==> src/rtl/pipe_pattern_gen.sv <==
`default_nettype none
// ============================================================================
//  Module   : pipe_pattern_gen
//  Purpose  : Writer side of the pipe-scroller column interface. Follows the
//             scroller's 3-bit cycle phase and, on every boundary edge
//             (start=1, phase 7 -> 0), loads either an empty column or a
//             solid wall with a pseudo-random gap. The gap narrows as walls
//             are passed, and content freezes on crash or game over.
//
//  Ports    :
//    Clock     in   1  clock, rising edge active
//    reset     in   1  synchronous, active-high
//    start     in   1  run enable, shared with the scroller
//    crash     in   1  scroller crash flag (freezes column content)
//    gameOver  in   1  game over flag (freezes column content)
//    score     in   1  scroller score level, high while a wall is in column 4
//    pattern   out  8  column to load; bit i lit means row i is solid
//    slot      out  1  high while phase == 0, the cycle the scroller samples
//    gap       out  3  current gap height in rows
//    passed    out  8  walls passed, saturating at 255
//
//  Revision : 1.0  initial release
// ============================================================================
module pipe_pattern_gen #(
  parameter logic [7:0] SEED       = 8'hA5, // LFSR reset value, must be nonzero
  parameter int         SPACING    = 2,     // column slots per wall, 1..8
  parameter int         GAP_INIT   = 4,     // gap height after reset, 2..6
  parameter int         GAP_MIN    = 2,     // narrowest gap, 1..GAP_INIT
  parameter int         LEVEL_STEP = 4      // walls passed per gap decrement
) (
  input  logic       Clock,
  input  logic       reset,
  input  logic       start,
  input  logic       crash,
  input  logic       gameOver,
  input  logic       score,
  output logic [7:0] pattern,
  output logic       slot,
  output logic [2:0] gap,
  output logic [7:0] passed
);

  // --------------------------------------------------------------------------
  // Constants
  // --------------------------------------------------------------------------
  localparam logic [2:0]  SLOT_LAST = 3'(SPACING - 1);
  localparam logic [2:0]  GAP_RESET = 3'(GAP_INIT);
  localparam logic [2:0]  GAP_FLOOR = 3'(GAP_MIN);
  localparam int unsigned STEP      = LEVEL_STEP;

  // --------------------------------------------------------------------------
  // State
  // --------------------------------------------------------------------------
  logic [2:0] phase;    // mirror of the scroller's cycle phase
  logic [7:0] lfsr;     // gap position source
  logic [2:0] slotcnt;  // slot index within the current wall period
  logic       score_d;  // previous score level for rise detection

  // --------------------------------------------------------------------------
  // Combinational helpers
  // --------------------------------------------------------------------------
  logic       boundary;
  logic       frozen;
  logic       emit_wall;
  logic [3:0] max_start;
  logic [3:0] rnd;
  logic [3:0] gap_start;
  logic [3:0] gap_end;
  logic [7:0] wall;
  logic [7:0] lfsr_next;
  logic       rise;
  logic [7:0] passed_next;
  logic       level_up;

  assign slot      = (phase == 3'd0);
  assign boundary  = start && (phase == 3'd7);
  assign frozen    = crash || gameOver;
  assign emit_wall = (slotcnt == SLOT_LAST);

  // Gap placement. A raw 3-bit value above the last legal start row is
  // folded back to the bottom so every LFSR value maps to a valid position
  // without a divider.
  assign max_start = 4'd8 - {1'b0, gap};
  assign rnd       = {1'b0, lfsr[2:0]};
  assign gap_start = (rnd <= max_start) ? rnd : (rnd - max_start - 4'd1);
  assign gap_end   = gap_start + {1'b0, gap};

  // Row i of the wall is solid unless it falls inside [gap_start, gap_end).
  for (genvar i = 0; i < 8; i++) begin : g_row
    assign wall[i] = !((4'(i) >= gap_start) && (4'(i) < gap_end));
  end

  // Fibonacci LFSR, taps 8,6,5,4: maximal length, so zero is never reached
  // from a nonzero seed.
  assign lfsr_next = {lfsr[6:0], lfsr[7] ^ lfsr[5] ^ lfsr[4] ^ lfsr[3]};

  // Score bookkeeping
  assign rise        = score && !score_d;
  assign passed_next = (passed == 8'hFF) ? passed : (passed + 8'd1);
  assign level_up    = rise
                    && (passed_next != 8'd0)
                    && ((32'(passed_next) % STEP) == 32'd0)
                    && (gap > GAP_FLOOR);

  // --------------------------------------------------------------------------
  // Phase counter: runs whenever start is high, even while frozen, so it
  // never drifts out of step with the scroller.
  // --------------------------------------------------------------------------
  always_ff @(posedge Clock) begin
    if (reset) begin
      phase <= 3'd0;
    end else if (start) begin
      phase <= phase + 3'd1;
    end
  end

  // --------------------------------------------------------------------------
  // Column generator. The new column is registered on the boundary edge so it
  // is already stable for the whole phase-0 cycle when the scroller loads it.
  // The wall reads the gap register before any same-edge decrement.
  // --------------------------------------------------------------------------
  always_ff @(posedge Clock) begin
    if (reset) begin
      pattern <= 8'h00;
      lfsr    <= SEED;
      slotcnt <= 3'd0;
    end else if (boundary && !frozen) begin
      if (emit_wall) begin
        pattern <= wall;
        slotcnt <= 3'd0;
        lfsr    <= lfsr_next;
      end else begin
        pattern <= 8'h00;
        slotcnt <= slotcnt + 3'd1;
      end
    end
  end

  // --------------------------------------------------------------------------
  // Difficulty tracking. Independent of start and of the freeze flags: the
  // scroller itself stops producing rises when it is halted.
  // --------------------------------------------------------------------------
  always_ff @(posedge Clock) begin
    if (reset) begin
      score_d <= 1'b0;
      passed  <= 8'd0;
      gap     <= GAP_RESET;
    end else begin
      score_d <= score;
      if (rise) begin
        passed <= passed_next;
      end
      if (level_up) begin
        gap <= gap - 3'd1;
      end
    end
  end

endmodule
`default_nettype wire

==> config.mk <==
export PLATFORM = sky130hd
export DESIGN_NAME = pipe_pattern_gen
export DESIGN_NICKNAME = d
export VERILOG_FILES = /design/src/rtl/pipe_pattern_gen.sv
export SDC_FILE = /design/constraint.sdc
export NUM_CORES = 1
export LEC_CHECK = 0
export CAP_MARGIN = 20
export CORE_UTILIZATION = 37
export CTS_CLUSTER_DIAMETER = 30
export DETAILED_ROUTE_END_ITERATION = 12
export HOLD_SLACK_MARGIN = 0.15
export PLACE_DENSITY_LB_ADDON = 0.08
export REMOVE_ABC_BUFFERS = 1
export SLEW_MARGIN = 30
export SYNTH_ARGS = -nofsm -noshare
export SYNTH_HDL_FRONTEND = slang
export SYNTH_SLANG_ARGS = --single-unit
export TNS_END_PERCENT = 30
==> constraint.sdc <==
create_clock -name Clock -period 5.2 [get_ports Clock]
set_input_delay 1.04 -clock Clock [delete_from_list [all_inputs] [get_ports Clock]]
set_output_delay 1.04 -clock Clock [all_outputs]
set_load 0.01 [all_outputs]
==> results.tsv, run 1 <==
stage	metric	value	unit
status	status	completed	
sta	max_slew_margin	53.5	%
setup_path	r2r_start	gap[0]	
pwr	internal_power	0.394	mW
placement	port_buffers	25	
final_layout	postLayoutCellArea	2480	sq um
logic_synthesis	ys_types	50	
clock_tree	clockBufferDepth	2	
logic_synthesis	syn_avg_cell_area	8.03	sq um
pwr	power_frac_clock	39.3	%
drt	wl_met1	2420	um
die	dieWidth	77.1	um
drt	wl_met2	2030	um
die	dieArea	5950	sq um
placement	dpl-instance-area	2380	sq um
die	start_util	39.6	%
die	die_h	77.1	um
global_route	grt_pass1_wl	8010	um
global_route	grt_overflow	0	
drt	drt_iter0_markers	74	
placement	place_hpwl	3360	um
final_layout	nFillCells	560	
final_layout	layout-drive-gt1-share	5.63	%
sta	tightest_slew	0.692	ns
sta	setup_viol	0	
drt	vias	1848	
clock_tree	worstSkewPairLatency	0.29	ns
clock_tree	cts.sinks	34	
setup_path	endpoint_kind	flip-flop	
clock_tree	cts_tree	yes	
sta	layout_min_cycle_time	4.18	ns
min_path	hold_depth	2	
logic_synthesis	synth-edff-count	0	
clock_tree	cts_buffers	5	
pwr	peakVddDrop	153	uV
drt	routed_wl	4720	um
drt	routedWlPerCell	13.3	um
pwr	p_leak	0.957	nW
setup_path	path_max_fanout	10	
sta	finalHoldViolCount	0	
sta	fin_crit_sh	80.3	%
sta	hold_slack	0.457	ns
global_route	grt_max_degree	33	
sta	tns	0	ns
setup_path	cp.required	5.38	ns
die	coreArea	5270	sq um
clock_tree	ctsResizeCount	0	
clock_tree	clk_pin_slew	0.07	ns
sta	fmax	0.240	GHz
drt	drt-pass1-iter-count	4	
clock_tree	cts_root_buf	clkbuf_8	
setup_path	crit_arrival	4.36	ns
drt	dr.max_layer_used	met4	
clock_tree	postCtsHoldBufs	0	
pwr	pwr_density_cell	210	nW/um^2
logic_synthesis	ys_seq_elements	34	
sta	finClkSkew	0.00393	ns
setup_path	rr_endpoint	pattern[2]	
setup_path	crit_type	reg -> reg	
final_layout	antenna_cells	0	
pwr	p_sw	0.127	mW
drt	viasPerCell	5.22	
pwr	power_frac_comb	9.3	%
logic_synthesis	yosys_warnings	0	
final_layout	utilization	47.0	%
clock_tree	post_cts_buffers	0	
logic_synthesis	synthArstFlopShare	0	%
logic_synthesis	ys_seq_area_share	32.6	%
die	num_rows	26	
drt	ant_nets	0	
setup_path	reg2reg_depth	17	
global_route	grt_usage	16.9	%
clock_tree	h-tree-depth	2	
setup_path	r2r_slack	1.02	ns
pwr	switching_share	24.4	%
placement	routabilityCongestion	0.900	
logic_synthesis	syn_area	2090	sq um
setup_path	critPathLaunch	gap[0]	
die	boundaryPins	26	
sta	drv_slew	0	
setup_path	critPathLaunchType	flip-flop	
min_path	hold_end	pattern[1]	
logic_synthesis	synthFlopType	dfxtp_1	
global_route	grt_antenna_before_repair	0	
logic_synthesis	synthCells	260	
drt	drc	0	
pwr	power_frac_seq	51.4	%
min_path	min_path_type	reg -> reg	
final_layout	area_growth	18.6	%
min_path	hold_start	pattern[1]	
global_route	grt_pass1_vias	1729	
final_layout	nNetsFinal	305	
drt	dr_wl_met3	220	um
run	drv_cap	0	
sta	rsz0062_at_grt	false	
==> power by group through the flow <==
stage / Combinational, mW / Clock [mW] / Sequential [mW]
after floorplan: 0.0273 / 0 / 0.274
final: 0.0485 / 0.205 / 0.268
after global routing: 0.0534 / 0.220 / 0.268
after global placement: 0.0488 / 0 / 0.274
after CTS: 0.0491 / 0.211 / 0.268
after detailed placement: 0.0487 / 0 / 0.274
==> critical path, stage by stage (launching register included) <==
cell	delay (ns)
dfxtp_1	0.56
inv_1	0.19
ha_1	0.27
xor2_1	0.15
ha_1	0.39
nand2_1	0.09
o21ai_0	0.29
nand2_1	0.24
o21ai_0	0.29
ha_1	0.28
a21o_1	0.15
a21o_1	0.17
ha_1	0.31
nand2_1	0.09
o21ai_0	0.08
a211oi_1	0.25
o22ai_1	0.10
a22o_1	0.18
==> how the worst max path moves through the flow <==
stage	slack, ns	to	cells after the start
final	1.02	pattern[2]	17
after detailed placement	1.03	pattern[2]	17
after CTS	1.03	pattern[2]	17
after floorplan	1.43	pattern[2]	17
after global placement	1.16	pattern[2]	17
after global routing	0.65	pattern[2]	17
==> synth_stat cells, types with 2 or more instances <==
master	instances	area, sq um
nor2_1	28	105
and2_1	2	12.5
nand4_1	4	25.0
nand3_1	11	55.1
inv_1	12	45.0
nor4_1	2	12.5
nand2b_1	3	18.8
clkbuf_2	2	10.0
dfxtp_1	34	681
or3_1	2	12.5
a21oi_1	17	85.1
xnor2_1	8	70.1
a21o_1	3	22.5
nand2_1	35	131
a22o_1	5	43.8
clkbuf_1	5	18.8
nor3_1	7	35.0
o31a_1	2	17.5
nor2b_1	4	25.0
a31oi_1	2	12.5
ha_1	14	175
fa_1	2	40.0
a211oi_1	6	45.0
o21a_1	2	15.0
nand3b_1	3	22.5
mux2i_1	5	50.1
o21ai_0	13	65.1
xor2_1	5	43.8
==> per-stage QoR <==
step	power [mW]	instances	setup slack (ns)
after global routing	0.542	354	0.651
final	0.521	354	1.02
after global placement	0.323	346	1.16
after CTS	0.528	354	1.03
after floorplan	0.301	250	1.43
after detailed placement	0.323	346	1.03
==> registers in the layout (all words and copies together), names as in the netlist <==
| signal | cells |
|---|---|
| score_d | 1 |
| phase | 3 |
| slotcnt | 3 |
| pattern | 8 |
| lfsr | 8 |
| gap | 3 |
| passed | 8 |
==> kinds of logic after synthesis <==
logic type / count (synthesis) / share of synthesized area, %
buf+inv: 22 / 4.49
simple gates: 108 / 25.0
compound gates: 62 / 19.8
mux: 5 / 2.40
xor+xnor: 13 / 5.45
fa+ha+maj: 16 / 10.3
flops: 34 / 32.6
==> area by class of cell <==
cell class                 instances  area, sq um  area share [%]
inverter                          12         45.0            1.82
multi-input combinational        204         1310            53.1
tap                               70         87.6            3.54
clock buffer                       7         86.3            3.49
timing repair buffer              26          258            10.4
clock inverter                     1         5.00           0.202
sequential                        34          681            27.5
==> layer usage <==
metal | vias to the layer above | GRT usage [%]
met5 | - | 0
met4 | 0 | 6.23
met3 | 5 | 4.29
met2 | 41 | 25.8
met1 | 843 | 22.7
li1 | 959 | -
==> placed cells by master (no fill, tap or decap), types with 2 or more instances in the layout <==
master and count:
nand2_1 35, dfxtp_1 34, nor2_1 28, clkdlybuf4s50_1 25, a21oi_1 17, ha_1 14
o21ai_0 13, inv_1 12, nand3_1 11, xnor2_1 8, nor3_1 7, a211oi_1 6
clkbuf_8 6, xor2_1 5, a22o_1 5, mux2i_1 5, nor2b_1 4, nand4_1 4
a21o_1 3, nand2b_1 3, nand3b_1 3, nor4_1 2, o31a_1 2, or3_1 2
and2_1 2, o21a_1 2, a31oi_1 2, fa_1 2
Note: power is estimated with default switching activity, not from simulation.
==> run 2, diff against run 1 <==
clock period = 4 ns   (was 5.2 ns; I/O delays follow)
==> run 2 against run 1 <==
  * Hold slack better by 0.0012 ns
  * First-iteration DRC count up 42%
  * Sequential share of layout area down 0.89 points
==> results.tsv, run 2 (same netlist as run 1, synthesis figures left out) <==
stage	metric	value	unit
setup_path	path_delay_family	compound AO/OA/AOI/OAI gates	
drt	routed_wl	4710	um
placement	dpl-instance-area	2440	sq um
clock_tree	worstSkewPairLatency	0.28	ns
global_route	met2_usage	26.5	%
setup_path	path_max_fanout	6	
pwr	pwr_density_cell	284	nW/um^2
drt	drt-pass1-iter-count	4	
setup_path	endpoint_kind	flip-flop	
placement	routabilityCongestion	0.875	
sta	max_slew_margin	50.5	%
setup_path	rr_endpoint	pattern[2]	
die	die_h	77.1	um
clock_tree	clockBufferDepth	2	
setup_path	critPathMostFrequentCell	ha_1	
die	boundaryPins	26	
final_layout	reg_top3	lfsr: 8 flops, passed: 8 flops, pattern: 8 flops	
setup_path	critPathSlowestCell	ha_1	
pwr	p_leak	0.996	nW
setup_path	crit_chain	inv_1 -> ha_1 -> xor2_1 -> ha_1 -> nand2_1 -> o21ai_1 -> nand2_1 -> o21ai_0 -> ha_1 -> a21o_1 -> a21o_1 -> ha_1 -> nand2_1 -> o21ai_0 -> a211oi_1 -> o22ai_1 -> a22o_1	
final_layout	nFillCells	553	
clock_tree	cts.sinks	34	
sta	fmax	0.277	GHz
global_route	grt_max_degree	26	
drt	drt_iter0_markers	105	
sta	layout_min_cycle_time	3.61	ns
die	start_util	39.6	%
clock_tree	cts_root_buf	clkbuf_8	
min_path	hold_end	lfsr[6]	
clock_tree	cts_buffers	5	
die	coreArea	5270	sq um
final_layout	layout_common_cells	35 x nand2_1, 34 x dfxtp_1, 28 x nor2_1, 25 x clkdlybuf4s50_1, 17 x a21oi_1	
setup_path	cp.required	4.18	ns
setup_path	critPathLaunchType	flip-flop	
sta	tns	0	ns
global_route	grt_usage	17.0	%
sta	finClkSkew	0.00523	ns
global_route	grt_antenna_before_repair	0	
setup_path	path_buf_inv	1	
sta	tightest_slew	0.737	ns
final_layout	antenna_cells	0	
global_route	gr-usage-met3	3.81	%
sta	finalHoldViolCount	0	
final_layout	multi_input_area	1310	sq um
drt	vias	1883	
placement	place_hpwl	3530	um
drt	drc	0	
global_route	grt_pass1_wl	8160	um
global_route	grt_busiest_layer	met2	
final_layout	register_area	681	sq um
clock_tree	ctsResizeCount	0	
final_layout	layout-drive-gt1-share	8.56	%
die	dieArea	5950	sq um
pwr	peakVddDrop	165	uV
clock_tree	post_cts_buffers	0	
final_layout	nNetsFinal	313	
global_route	grt_pass1_vias	1780	
setup_path	r2r_slack	0.39	ns
die	dieWidth	77.1	um
global_route	grt_overflow	0	
sta	drv_slew	0	
placement	port_buffers	25	
min_path	hold_depth	2	
pwr	power	0.727	mW
sta	setup_viol	0	
final_layout	layout_commonest_cell	nand2_1	
global_route	use_met1	23.3	%
setup_path	reg2reg_depth	17	
drt	ant_nets	0	
final_layout	postLayoutCellArea	2560	sq um
min_path	min_path_type	reg -> reg	
setup_path	critPathLaunch	gap[1]	
drt	viasPerCell	5.20	
clock_tree	cts_tree	yes	
final_layout	area_growth	22.5	%
setup_path	crit_type	reg -> reg	
clock_tree	clk_pin_slew	0.08	ns
min_path	hold_start	lfsr[6]	
clock_tree	postCtsHoldBufs	0	
setup_path	r2r_start	gap[1]	
run	drv_cap	0	
sta	fin_crit_sh	90.2	%
setup_path	cpPeakStageDelay	0.38	ns
setup_path	crit_arrival	3.78	ns
clock_tree	h-tree-depth	2	
status	status	completed	
drt	routedWlPerCell	13.0	um
sta	hold_slack	0.459	ns
die	num_rows	26	
sta	rsz0062_at_grt	false	
## run 2: where the power goes
group	internal (mW)	switching, mW
sequential	0.343	0.00480
clock	0.185	0.130
combinational	0.0309	0.0332
total	0.559	0.168
## run 2: final cells by class
class	count	area share, %
tap	70	3.42
multi-input combinational	204	51.3
clock inverter	3	1.76
inverter	12	1.76
sequential	34	26.6
timing repair buffer	34	12.4
clock buffer	5	2.69
## run 2: how the worst max path moves through the flow
stage | end | slack [ns] | cells past startpoint
2_1_floorplan | pattern[2] | 0.23 | 17
6_report | pattern[2] | 0.39 | 17
3_5_place_dp | pattern[2] | 0.33 | 17
3_3_place_gp | pattern[2] | 0.45 | 17
4_1_cts | pattern[2] | 0.33 | 17
5_1_grt | pattern[2] | 0.04 | 17
## run 2: routing by layer
layer	routed length (um)	share of wire, %	vias to the layer above
li1	-	-	975
met1	2380	51	862
met5	0	0	-
met2	2050	44	41
met4	37	0.79	0
met3	239	5.1	5
## run 2: metrics by stage
| stage | setup slack [ns] | util [%] | cells |
|---|---|---|---|
| 2_1_floorplan | 0.235 | - | 250 |
| 3_3_place_gp | 0.451 | 46.4 | 354 |
| 3_5_place_dp | 0.332 | 46.4 | 354 |
| 4_1_cts | 0.329 | 48.6 | 362 |
| 5_1_grt | 0.0361 | 48.6 | 362 |
| 6_report | 0.391 | 48.6 | 362 |
## run 2: worst reg2reg max path: stages, from the launching register on
cell and delay, ns:
dfxtp_1 0.33, inv_1 0.09, ha_1 0.22, xor2_1 0.16, ha_1 0.38, nand2_1 0.09
o21ai_1 0.22, nand2_1 0.12, o21ai_0 0.26, ha_1 0.28, a21o_1 0.16, a21o_1 0.18
ha_1 0.31, nand2_1 0.09, o21ai_0 0.07, a211oi_1 0.25, o22ai_1 0.11, a22o_1 0.18
